### config.mk
export PLATFORM = sky130hd
export DESIGN_NAME = instruction_decode_stage
export DESIGN_NICKNAME = d
export VERILOG_FILES = /design/src/rtl/instruction_decode_stage_pkg.sv /design/src/rtl/instruction_decode_stage_scoreboard.sv /design/src/rtl/instruction_decode_stage.sv
export SDC_FILE = /design/constraint.sdc
export NUM_CORES = 1
export LEC_CHECK = 0
export CORE_MARGIN = 2
export CORE_UTILIZATION = 43
export CTS_CLUSTER_DIAMETER = 80
export DETAILED_ROUTE_END_ITERATION = 12
export GPL_TIMING_DRIVEN = 0
export PLACE_DENSITY = 0.69
export SLEW_MARGIN = 10
export SYNTH_ARGS = -nofsm -noshare
export SYNTH_HDL_FRONTEND = slang
export SYNTH_SLANG_ARGS = --single-unit
### constraint.sdc
create_clock -name CLK -period 7 [get_ports CLK]
set_clock_uncertainty 0.2 [all_clocks]
set_input_delay 0.7 -clock CLK [delete_from_list [all_inputs] [get_ports CLK]]
set_output_delay 0.7 -clock CLK [all_outputs]
set_load 0.1 [all_outputs]
### src/rtl/instruction_decode_stage_pkg.sv
`default_nettype none
// +----------------------------------------------------------------------------+
// | Module   : instruction_decode_stage_pkg                                    |
// | Purpose  : Shared definitions for the decode stage. Holds the opcode map,  |
// |            the instruction field positions, the FSM state encoding, the    |
// |            registered control bundle, and decode helper functions.        |
// | Ports    : none (package)                                                  |
// | Revision : 1.0  initial release                                            |
// +----------------------------------------------------------------------------+
package instruction_decode_stage_pkg;

   // Instruction field positions for a 16-bit instruction word.
   localparam int OP_MSB = 15;
   localparam int OP_LSB = 12;
   localparam int RD_MSB = 11;
   localparam int RD_LSB = 9;
   localparam int RS_MSB = 8;
   localparam int RS_LSB = 6;
   localparam int RT_MSB = 5;
   localparam int RT_LSB = 3;

   // Opcode map. Opcodes 0x1 through 0x7 are ALU operations.
   // Opcodes 0xD through 0xF are undefined.
   localparam logic [3:0] OP_NOP    = 4'h0;
   localparam logic [3:0] OP_ALU_LO = 4'h1;
   localparam logic [3:0] OP_ALU_HI = 4'h7;
   localparam logic [3:0] OP_LD     = 4'h8;
   localparam logic [3:0] OP_ST     = 4'h9;
   localparam logic [3:0] OP_IN     = 4'hA;
   localparam logic [3:0] OP_JMP    = 4'hB;
   localparam logic [3:0] OP_BZ     = 4'hC;

   typedef enum logic [1:0] {
      S_RUN    = 2'd0,
      S_LOAD2  = 2'd1,
      S_HAZARD = 2'd2
   } state_e;

   // Control bundle handed to the decode-output pipeline register.
   typedef struct packed {
      logic       illegal;
      logic       ar;
      logic       br;
      logic [3:0] alu;
      logic       inp;
      logic       wren;
      logic [2:0] wr_ad;
      logic       adr_mux;
      logic       write;
      logic       pc_load;
   } ctrl_t;

   function automatic logic is_alu(input logic [3:0] op);
      return (op >= OP_ALU_LO) && (op <= OP_ALU_HI);
   endfunction

   function automatic logic reads_rs(input logic [3:0] op);
      return is_alu(op) || (op == OP_ST) || (op == OP_LD);
   endfunction

   function automatic logic reads_rt(input logic [3:0] op);
      return is_alu(op) || (op == OP_ST);
   endfunction

   function automatic logic writes_rd(input logic [3:0] op);
      return is_alu(op) || (op == OP_IN) || (op == OP_LD);
   endfunction

   // Single-cycle decode. For LD this produces only the address cycle; the
   // register-write cycle is emitted by the LOAD2 state.
   function automatic ctrl_t decode_op(input logic [3:0] op,
                                       input logic [2:0] rd,
                                       input logic       zero);
      ctrl_t c;
      c = '0;
      if (is_alu(op)) begin
         c.alu   = op;
         c.ar    = 1'b1;
         c.br    = 1'b1;
         c.write = 1'b1;
         c.wr_ad = rd;
      end else begin
         case (op)
            OP_NOP: ;
            OP_LD: begin
               c.ar      = 1'b1;
               c.adr_mux = 1'b1;
            end
            OP_ST: begin
               c.ar      = 1'b1;
               c.br      = 1'b1;
               c.adr_mux = 1'b1;
               c.wren    = 1'b1;
            end
            OP_IN: begin
               c.inp   = 1'b1;
               c.write = 1'b1;
               c.wr_ad = rd;
            end
            OP_JMP:  c.pc_load = 1'b1;
            OP_BZ:   c.pc_load = zero;
            default: c.illegal = 1'b1;
         endcase
      end
      return c;
   endfunction

endpackage
`default_nettype wire

### src/rtl/instruction_decode_stage_scoreboard.sv
`default_nettype none
// +----------------------------------------------------------------------------+
// | Module   : decode_scoreboard                                               |
// | Purpose  : Pending-write bit per architectural register. A bit is set when |
// |            a register-writing instruction issues and cleared on writeback  |
// |            or when an abandoned load is flushed.                           |
// | Ports    : clk_i, rst_ni        clock / async active-low reset             |
// |            set_i, set_addr_i    mark register pending (set wins)           |
// |            clr_i, clr_addr_i    writeback retire                           |
// |            fl_clr_i, fl_addr_i  flush-clear of an abandoned load           |
// |            rs/rt/rd_addr_i      lookup addresses                           |
// |            busy_*_o             pending bit now                            |
// |            busy_*_nxt_o         pending bit once this cycle's clears land  |
// | Revision : 1.0  initial release                                            |
// +----------------------------------------------------------------------------+
module decode_scoreboard #(
   parameter int NREG = 8,
   parameter int AW   = $clog2(NREG)
) (
   input  logic          clk_i,
   input  logic          rst_ni,
   input  logic          set_i,
   input  logic [AW-1:0] set_addr_i,
   input  logic          clr_i,
   input  logic [AW-1:0] clr_addr_i,
   input  logic          fl_clr_i,
   input  logic [AW-1:0] fl_addr_i,
   input  logic [AW-1:0] rs_addr_i,
   input  logic [AW-1:0] rt_addr_i,
   input  logic [AW-1:0] rd_addr_i,
   output logic          busy_rs_o,
   output logic          busy_rt_o,
   output logic          busy_rd_o,
   output logic          busy_rs_nxt_o,
   output logic          busy_rt_nxt_o,
   output logic          busy_rd_nxt_o
);

   logic [NREG-1:0] pend_q;
   logic [NREG-1:0] pend_d;
   logic [NREG-1:0] set_mask;
   logic [NREG-1:0] clr_mask;
   logic [NREG-1:0] kept;

   always_comb begin
      set_mask = '0;
      clr_mask = '0;
      if (set_i)    set_mask[set_addr_i] = 1'b1;
      if (clr_i)    clr_mask[clr_addr_i] = 1'b1;
      if (fl_clr_i) clr_mask[fl_addr_i]  = 1'b1;
      kept   = pend_q & ~clr_mask;
      // Set is OR-ed in last so it dominates a same-cycle clear.
      pend_d = kept | set_mask;
   end

   always_ff @(posedge clk_i or negedge rst_ni) begin
      if (!rst_ni) pend_q <= '0;
      else         pend_q <= pend_d;
   end

   assign busy_rs_o     = pend_q[rs_addr_i];
   assign busy_rt_o     = pend_q[rt_addr_i];
   assign busy_rd_o     = pend_q[rd_addr_i];
   assign busy_rs_nxt_o = kept[rs_addr_i];
   assign busy_rt_nxt_o = kept[rt_addr_i];
   assign busy_rd_nxt_o = kept[rd_addr_i];

endmodule
`default_nettype wire

### src/rtl/instruction_decode_stage.sv
`default_nettype none
// +----------------------------------------------------------------------------+
// | Module   : instruction_decode_stage                                        |
// | Purpose  : Decodes 16-bit instructions from fetch into the registered      |
// |            control bundle latched by the decode-output pipeline register.  |
// |            Two-cycle loads are sequenced by a small FSM, and RAW/WAW       |
// |            hazards stall on a register scoreboard.                         |
// | Ports    : CLK, RSTN                 clock / async active-low reset        |
// |            INSTR_IN/VALID/READY      fetch handshake                       |
// |            ZERO_IN                   ALU zero flag for BZ                  |
// |            WB_VALID, WB_ADDR         writeback retire                      |
// |            FLUSH                     kill in-flight decode                 |
// |            *_OUT, ILLEGAL            registered controls                   |
// | Revision : 1.0  initial release                                            |
// +----------------------------------------------------------------------------+
module instruction_decode_stage
   import instruction_decode_stage_pkg::*;
#(
   parameter int IW   = 16,
   parameter int NREG = 8
) (
   input  logic          CLK,
   input  logic          RSTN,
   input  logic [IW-1:0] INSTR_IN,
   input  logic          INSTR_VALID,
   output logic          INSTR_READY,
   input  logic          ZERO_IN,
   input  logic          WB_VALID,
   input  logic [2:0]    WB_ADDR,
   input  logic          FLUSH,
   output logic          AR_OUT,
   output logic          BR_OUT,
   output logic [3:0]    ALU_OUT,
   output logic          input_OUT,
   output logic          wren_OUT,
   output logic [2:0]    writeAd_OUT,
   output logic          ADR_MUX_OUT,
   output logic          write_OUT,
   output logic          PC_load_OUT,
   output logic          ILLEGAL
);

   state_e     state_q, state_d;
   ctrl_t      ctrl_q, ctrl_d;
   logic [2:0] ld_rd_q, ld_rd_d;
   logic       rdy_q;

   logic [3:0] op;
   logic [2:0] rd, rs, rt;
   logic       busy_rs, busy_rt, busy_rd;
   logic       busy_rs_nxt, busy_rt_nxt, busy_rd_nxt;
   logic       hazard, hazard_nxt;
   logic       accept;
   logic       sb_set;
   logic       sb_fl_clr;
   logic       unused_bits;

   assign op = INSTR_IN[OP_MSB:OP_LSB];
   assign rd = INSTR_IN[RD_MSB:RD_LSB];
   assign rs = INSTR_IN[RS_MSB:RS_LSB];
   assign rt = INSTR_IN[RT_MSB:RT_LSB];
   assign unused_bits = ^INSTR_IN[2:0];

   // Hazard against the current pending vector (used in RUN), and against
   // the vector after this cycle's writeback clear, so HAZARD can leave on
   // the same edge the blocking bit retires.
   assign hazard = INSTR_VALID &
                   ((reads_rs(op)  & busy_rs) |
                    (reads_rt(op)  & busy_rt) |
                    (writes_rd(op) & busy_rd));
   assign hazard_nxt = INSTR_VALID &
                       ((reads_rs(op)  & busy_rs_nxt) |
                        (reads_rt(op)  & busy_rt_nxt) |
                        (writes_rd(op) & busy_rd_nxt));

   assign INSTR_READY = rdy_q & (state_q == S_RUN) & ~hazard & ~FLUSH;
   assign accept      = INSTR_VALID & INSTR_READY;
   assign sb_set      = accept & writes_rd(op);
   // A flushed load never writes back, so its pending bit must be dropped.
   assign sb_fl_clr   = FLUSH & (state_q == S_LOAD2);

   decode_scoreboard #(
      .NREG (NREG)
   ) u_sb (
      .clk_i         (CLK),
      .rst_ni        (RSTN),
      .set_i         (sb_set),
      .set_addr_i    (rd),
      .clr_i         (WB_VALID),
      .clr_addr_i    (WB_ADDR),
      .fl_clr_i      (sb_fl_clr),
      .fl_addr_i     (ld_rd_q),
      .rs_addr_i     (rs),
      .rt_addr_i     (rt),
      .rd_addr_i     (rd),
      .busy_rs_o     (busy_rs),
      .busy_rt_o     (busy_rt),
      .busy_rd_o     (busy_rd),
      .busy_rs_nxt_o (busy_rs_nxt),
      .busy_rt_nxt_o (busy_rt_nxt),
      .busy_rd_nxt_o (busy_rd_nxt)
   );

   always_comb begin
      state_d = state_q;
      ctrl_d  = '0;
      ld_rd_d = ld_rd_q;
      if (FLUSH) begin
         state_d = S_RUN;
      end else begin
         case (state_q)
            S_RUN: begin
               if (accept) begin
                  ctrl_d = decode_op(op, rd, ZERO_IN);
                  if (op == OP_LD) begin
                     state_d = S_LOAD2;
                     ld_rd_d = rd;
                  end
               end else if (rdy_q && hazard) begin
                  state_d = S_HAZARD;
               end
            end
            S_LOAD2: begin
               ctrl_d.write = 1'b1;
               ctrl_d.wr_ad = ld_rd_q;
               state_d      = S_RUN;
            end
            S_HAZARD: begin
               if (!hazard_nxt) state_d = S_RUN;
            end
            default: state_d = S_RUN;
         endcase
      end
   end

   always_ff @(posedge CLK or negedge RSTN) begin
      if (!RSTN) begin
         state_q <= S_RUN;
         ctrl_q  <= '0;
         ld_rd_q <= '0;
         rdy_q   <= 1'b0;
      end else begin
         state_q <= state_d;
         ctrl_q  <= ctrl_d;
         ld_rd_q <= ld_rd_d;
         rdy_q   <= 1'b1;
      end
   end

   assign AR_OUT      = ctrl_q.ar;
   assign BR_OUT      = ctrl_q.br;
   assign ALU_OUT     = ctrl_q.alu;
   assign input_OUT   = ctrl_q.inp;
   assign wren_OUT    = ctrl_q.wren;
   assign writeAd_OUT = ctrl_q.wr_ad;
   assign ADR_MUX_OUT = ctrl_q.adr_mux;
   assign write_OUT   = ctrl_q.write;
   assign PC_load_OUT = ctrl_q.pc_load;
   assign ILLEGAL     = ctrl_q.illegal;

endmodule
`default_nettype wire

==> results.ini, run 1 <==
[global_routing]
number_of_antenna_violations_at_the_first_check_in_global_routing=0
grt_first_pass_wirelength_mm=8.54
grt_pass1_vias=1678
overflow=0
grt_usage=0.217
grt_max_degree=30

[cts]
cts_tree=built
clock_insertion_delay_worst_skew_ns=0.28
tritoncts.num_buffers=5
cts_sinks=29
cts_repair_resize_count=0
clock_tree.htree_level_count=2
clock_path_buffers=2
post-cts-setup-buffers=0
ctsHoldBuffers=0
clockRootBuffer=clkbuf_8
clk_pin_slew_worst_paths_ns=0.07

[routing]
route.vias.total=1791
number_of_drc_violations_after_detailed_routing_iteration_0=208
drt_first_pass_iters=4
routed_length_per_instance_um=17.1
wirelength_mm=5.09
detail_route.vias_per_cell=6.03
remaining_drc_errors=0
route.antenna.remaining_nets=0

[critical_path]
critPathKind=in -> out
critPathArrivalTime_ns=4.19
r2r_slack_ns=4.28
reg2reg_depth=7
cp-end-kind=output port
critPathMaxFanout=10
start_kind=primary input
worstPathRequired_ns=6.10

[power_and_ir_drop]
sequential_share_of_power=0.397
total_power_mw=0.481
net-switching-power_mw=0.144
total_leakage_power_nw=0.961
comb_power_share=0.226
power_internal_mw=0.337
clockPowerShare=0.377
maximum_resistive_drop_on_vdd_mv=0.142
p_per_area_mw_per_mm2=197
power.switching_fraction=0.299

[layout]
number_of_nets_in_the_layout=269
area.sequential_um2=726
finalNonFillerCells=297
multiInputGateArea_mm2=0.00111
layout.cells.most_common_list=33 x clkdlybuf4s50_1, 29 x dfrtp_1, 18 x nand2_1, 10 x nor2_1
antennaDiodeCount=0
layout-area-overhead-vs-synth_pct=27.1
fillerInstances=413
final_common_cell=clkdlybuf4s50_1
final_layout_size_suffix_gt1_frac=0.110
stdcell_area_mm2=0.00244

[die]
floorplan.rows=24
boundaryPins=41
core_area_mm2=0.00432
die_width_um=70.8
die_y_um=70.8
floorplan.die_area_mm2=0.00501
initial_utilization=0.444

[yosys]
synthFlopType=dfrtp_1
fraction_of_registers_with_async_set_or_reset_after_synthesis=1.00
mappedNetlistNets=228
synthCells=203
synth_enable_flop_cells=0
count_of_state_elements_after_synthesis=29
yosys_warnings=0
combined_area_of_all_synthesized_cells_mm2=0.00192
postSynthAreaPerCell_um2=9.45
seq_total_area_yosys=0.378
synthDistinctLibCells=53

[place]
dp.final_hpwl_mm=3.79
placed_cell_areas_mm2=0.00232
port_buffers=34
post-place-cells=289
dp_slack_ns=1.90
place.gp.congestion=0.891

[sta]
finalSetupViolCount=0
maxClockFrequency_ghz=0.197
timing.final.max_slew_violations=0
layout_setup_ws_ns=1.91
finalCritPeriodShare=0.727
setup_total_negative_slack_ns=0
timing_worst_slew_pin_value_ns=0.968
grt_setup_unrepaired=false
period_needed_ns=5.09
timing.max_slew.rel_slack=0.346
hold_viol=0

[status]
run_status=finished clean

[hold_path]
worstHoldPathType=in -> async

[run]
cap_violations=0

-- kinds of logic (layout without fill, tap and decap cells) --
family / Yosys count / in the layout / share of synthesized area
and+or+nand+nor: 92 / 92 / 0.281
AOI/OAI and AO/OA: 43 / 43 / 0.169
DFF: 29 / 29 / 0.378
buffers and inverters: 20 / 62 / 0.0444
muxes: 17 / 17 / 0.123
other: 2 / 2 / 0.00392
-- power by group through the flow --
stage,registers [mW],logic [mW],clock network [mW]
4_1_cts,0.190,0.108,0.185
2_1_floorplan,0.199,0.0612,0
6_report,0.191,0.108,0.181
3_3_place_gp,0.193,0.108,0
5_1_grt,0.192,0.118,0.195
3_5_place_dp,0.193,0.108,0
-- Yosys cell counts (3+ instances only) --
library cell  number  area (µm²)
nand4_1            6        37.5
inv_1              7        26.3
a21oi_1            3        15.0
o311ai_0           4        35.0
nor3_1             9        45.0
clkbuf_1           9        33.8
nor4b_1            4        35.0
mux4_2             4        90.1
o21ai_0            5        25.0
o21ai_1            3        15.0
nor2b_1            6        37.5
or2_2              3        18.8
nand4b_1           4        35.0
mux2i_1            9        90.1
or3_1              3        18.8
nand3_1            5        25.0
o22ai_1            5        31.3
o31ai_1            4        30.0
dfrtp_1           29         726
nand2_1           18        67.6
nor2_1            10        37.5
o211ai_1           4        30.0
mux2_4             3        45.0
nand2b_1           9        56.3
-- stage by stage --
step / hold WS (ns) / util
after global routing: 0.293 / 0.564
after CTS: 0.261 / 0.564
after global placement: 0.440 / 0.537
after floorplan: 0.204 / -
final: 0.236 / 0.564
after detailed placement: 0.446 / 0.536
-- state kept, by name, indices dropped and copies added, names as in the netlist, 2 cells and up --
register and cells:
u_sb.pend_q 8, ALU_OUT 4, ld_rd_q 3, writeAd_OUT 3, state_q 2
-- worst max-delay path, stage by stage --
cell             delay, ns
clkdlybuf4s50_1       0.53
or3_1                 0.40
buf_2                 0.18
o21ai_1               0.30
clkbuf_1              0.39
o21ai_0               0.20
nand2b_1              0.18
a21oi_1               0.15
clkdlybuf4s50_1       1.15
-- routing by layer --
layer,vias to the layer above,GRT usage,part of all wire,wire (µm)
li1,851,-,-,-
met1,891,0.312,0.46,2340
met2,43,0.327,0.48,2420
met3,6,0.0442,0.050,255
met4,0,0.0713,0.014,70
met5,-,0,0,0
-- cell type report --
type,instances,share of cell area
Buffer,13,0.0241
Clock buffer,6,0.0339
Clock inverter,2,0.0154
Inverter,7,0.0108
Multi-Input combinational cell,154,0.454
Sequential cell,29,0.298
Tap cell,52,0.0267
Timing Repair Buffer,34,0.138
-- worst paths after layout --
kind	from	end
worst max-delay path	INSTR_IN[14]	INSTR_READY
worst min-delay path	RSTN	ALU_OUT[2]
worst max register to register	state_q[0]	state_q[1]
worst min register to register	ld_rd_q[0]	writeAd_OUT[0]
max in group asynchronous	RSTN	state_q[0]
min in group CLK	ld_rd_q[0]	writeAd_OUT[0]
(Power assumes the default switching activity.)
==> inputs of run 2 (changes only) <==
--- a/config.mk
+++ b/config.mk
@@ -10,7 +10,7 @@
 export CTS_CLUSTER_DIAMETER = 80
 export DETAILED_ROUTE_END_ITERATION = 12
 export GPL_TIMING_DRIVEN = 0
-export PLACE_DENSITY = 0.69
+export PLACE_DENSITY = 0.72
 export SLEW_MARGIN = 10
 export SYNTH_ARGS = -nofsm -noshare
 export SYNTH_HDL_FRONTEND = slang
==> constraint.sdc (replaced) <==
create_clock -name CLK -period 4.4 [get_ports CLK]
set_clock_uncertainty 0.2 [all_clocks]
set_input_delay 0.44 -clock CLK [delete_from_list [all_inputs] [get_ports CLK]]
set_output_delay 0.44 -clock CLK [all_outputs]
set_load 0.1 [all_outputs]
==> run 2 against run 1 <==
Sequential share of layout area hardly changed. Non-clock buffer count up 1. Utilization hardly changed. Critical path depth unchanged. Final cell count grew 0.34%. Combinational power rose by 60%. Clock-buffer cell count is 1 higher. Critical path type unchanged. Critical endpoint unchanged. Highest routed layer unchanged.
==> results.ini, run 2 (synthesis gave the netlist of run 1 again) <==
[critical_path]
reg2reg_depth=6  ; -1
slowest_stage=clkdlybuf4s50_1
critPathMaxFanout=10  ; unchanged
cp_cell_sequence=clkdlybuf4s50_1 > or3_1 > buf_2 > o21ai_1 > clkbuf_1 > o21ai_0 > nand2b_1 > a21oi_1 > clkbuf_2
worstPathRequired_ns=3.76  ; -2.34 ns
cp-end-kind=output port
timing.critical_path.slowest_cell_delay_ns=0.53  ; -0.62 ns
regToRegEndpoint=ld_rd_q[1]
critical_path_cell_count=9  ; unchanged
path_buf_inv=4  ; unchanged
critPathArrivalTime_ns=3.32  ; -0.87 ns
timing.critical_path.to=INSTR_READY
critical_path.reg2reg.startpoint=u_sb.pend_q[3]
timing.critical_path.max_delay_family=buffers and inverters
critPathKind=in -> out
start_kind=primary input
worstSetupStartpoint=INSTR_IN[14]
r2r_slack_ns=1.69  ; -2.59 ns

[routing]
number_of_drc_violations_after_detailed_routing_iteration_0=175  ; -16%
route.antenna.remaining_nets=0  ; unchanged
remaining_drc_errors=0  ; unchanged
drt_first_pass_iters=4  ; unchanged
wirelength_mm=5.11  ; +0.45%
route.vias.total=1764  ; -1.5%
detail_route.vias_per_cell=5.92  ; -1.8%
routed_length_per_instance_um=17.1  ; +0.12%

[layout]
largest_reg_flops=8  ; unchanged
final_common_cell=clkdlybuf4s50_1
number_of_nets_in_the_layout=270  ; +0.37%
postLayoutCoreUtil=0.564  ; about the same
layout.cells.most_common_list=32 x clkdlybuf4s50_1, 29 x dfrtp_1, 18 x nand2_1, 10 x clkbuf_1, 10 x nor2_1
antennaDiodeCount=0  ; unchanged
fillerInstances=404  ; -2.2%
final_layout_size_suffix_gt1_frac=0.110  ; -0.000448
registers.top_by_ff_count=u_sb.pend_q
finalNonFillerCells=298  ; +0.34%
layout-area-overhead-vs-synth_pct=27.2  ; about the same

[cts]
clockRootBuffer=clkbuf_8
tritoncts.num_buffers=5  ; unchanged
clock_path_buffers=2  ; unchanged
clock_insertion_delay_worst_skew_ns=0.28  ; about the same
clock_tree.htree_level_count=2  ; unchanged
clk_pin_slew_worst_paths_ns=0.06  ; about the same
post-cts-setup-buffers=0  ; unchanged
cts_tree=built
cts_sinks=29  ; unchanged

[die]
floorplan.rows=24  ; unchanged
die_width_um=70.8  ; unchanged
initial_utilization=0.444  ; unchanged
core_area_mm2=0.00432  ; unchanged
die_y_um=70.8  ; unchanged
floorplan.die_area_mm2=0.00501  ; unchanged
boundaryPins=41  ; unchanged

[global_routing]
grt_max_degree=30  ; unchanged
grt_first_pass_wirelength_mm=8.28  ; -3.0%
number_of_antenna_violations_at_the_first_check_in_global_routing=0  ; unchanged
grt_pass1_vias=1671  ; -0.42%
overflow=0  ; unchanged
grt_usage=0.215  ; -0.00177

[power_and_ir_drop]
power.switching_fraction=0.296  ; -0.00315
total_power_mw=0.762  ; +59%
comb_power_share=0.227  ; about the same
net-switching-power_mw=0.225  ; +57%
power_internal_mw=0.536  ; +59%
p_per_area_mw_per_mm2=312  ; +58%
total_leakage_power_nw=0.967  ; +0.63%
sequential_share_of_power=0.398  ; about the same
maximum_resistive_drop_on_vdd_mv=0.175  ; +23%
clockPowerShare=0.375  ; -0.002

[sta]
hold_viol=0  ; unchanged
finalCritPeriodShare=0.900
grt_setup_unrepaired=false
timing.final.max_slew_violations=0  ; unchanged
timing.max_slew.rel_slack=0.344  ; -0.00269
timing_worst_slew_pin_value_ns=0.982  ; +0.0132 ns
maxClockFrequency_ghz=0.253
finalSetupViolCount=0  ; unchanged
period_needed_ns=3.96

[place]
dp.final_hpwl_mm=3.74  ; -1.2%
place.gp.congestion=0.864  ; -3.0%
post-place-cells=289  ; unchanged
port_buffers=34  ; unchanged

[run]
cap_violations=0  ; unchanged

[status]
run_status=finished clean

[hold_path]
worstHoldPathType=in -> reg

-- run 2: worst min-delay path by stage --
stage | cells past startpoint | slack (ns) | from | endpoint
3_3_place_gp | 2 | 0.44 | ld_rd_q[1] | writeAd_OUT[1]
5_1_grt | 2 | 0.48 | ld_rd_q[1] | writeAd_OUT[1]
6_report | 5 | 0.46 | INSTR_IN[4] | state_q[1]
2_1_floorplan | 0 | -0.06 | RSTN | ADR_MUX_OUT
3_5_place_dp | 1 | 0.31 | RSTN | input_OUT
4_1_cts | 5 | 0.45 | INSTR_IN[4] | state_q[1]
-- run 2: power groups by stage --
stage               registers [mW]  clock network (mW)  logic [mW]
floorplan                    0.316                   0      0.0973
global placement             0.307                   0       0.170
detailed placement           0.307                   0       0.171
CTS                          0.302               0.292       0.172
global route                 0.305               0.306       0.187
finish                       0.303               0.286       0.173
-- run 2: per-stage QoR --
stage	instance area, µm²	hold WS (ns)	TNS, ns	setup slack (ns)
2_1_floorplan	1920	-0.0556	0	0.481
3_3_place_gp	2320	0.442	-0.165	-0.165
3_5_place_dp	2320	0.308	-0.186	-0.186
4_1_cts	2440	0.453	0	0.0957
5_1_grt	2440	0.480	0	0.335
6_report	2440	0.458	0	0.440
-- run 2: what timing repair did --
action,CTS,global route
endpoints found under the hold margin,17,0
pin swaps,0,0
endpoints found under the setup margin,1,1
hold buffers,1,0
resized for setup,1,2
-- run 2: metal layers --
layer	global-route usage	wire length (µm)
met5	0	0
met4	0.0734	90
met3	0.0570	290
met2	0.314	2360
met1	0.310	2370
-- run 2: cell type report --
class	instances	area, µm²	share of cell area
buffer	13	58.8	0.0241
clock buffer	7	86.3	0.0354
clock inverter	1	30.0	0.0123
inverter	7	26.3	0.0108
multi-input combinational	154	1110	0.454
sequential	29	726	0.297
tap	52	65.1	0.0267
timing repair buffer	35	340	0.139
-- run 2: worst reg2reg max path: cells and delay by family (launching register included) --
family | cells | cell delay (ns)
compound gates | 1 | 0.14
flops | 1 | 0.46
mux | 3 | 1.11
simple gates | 2 | 0.68
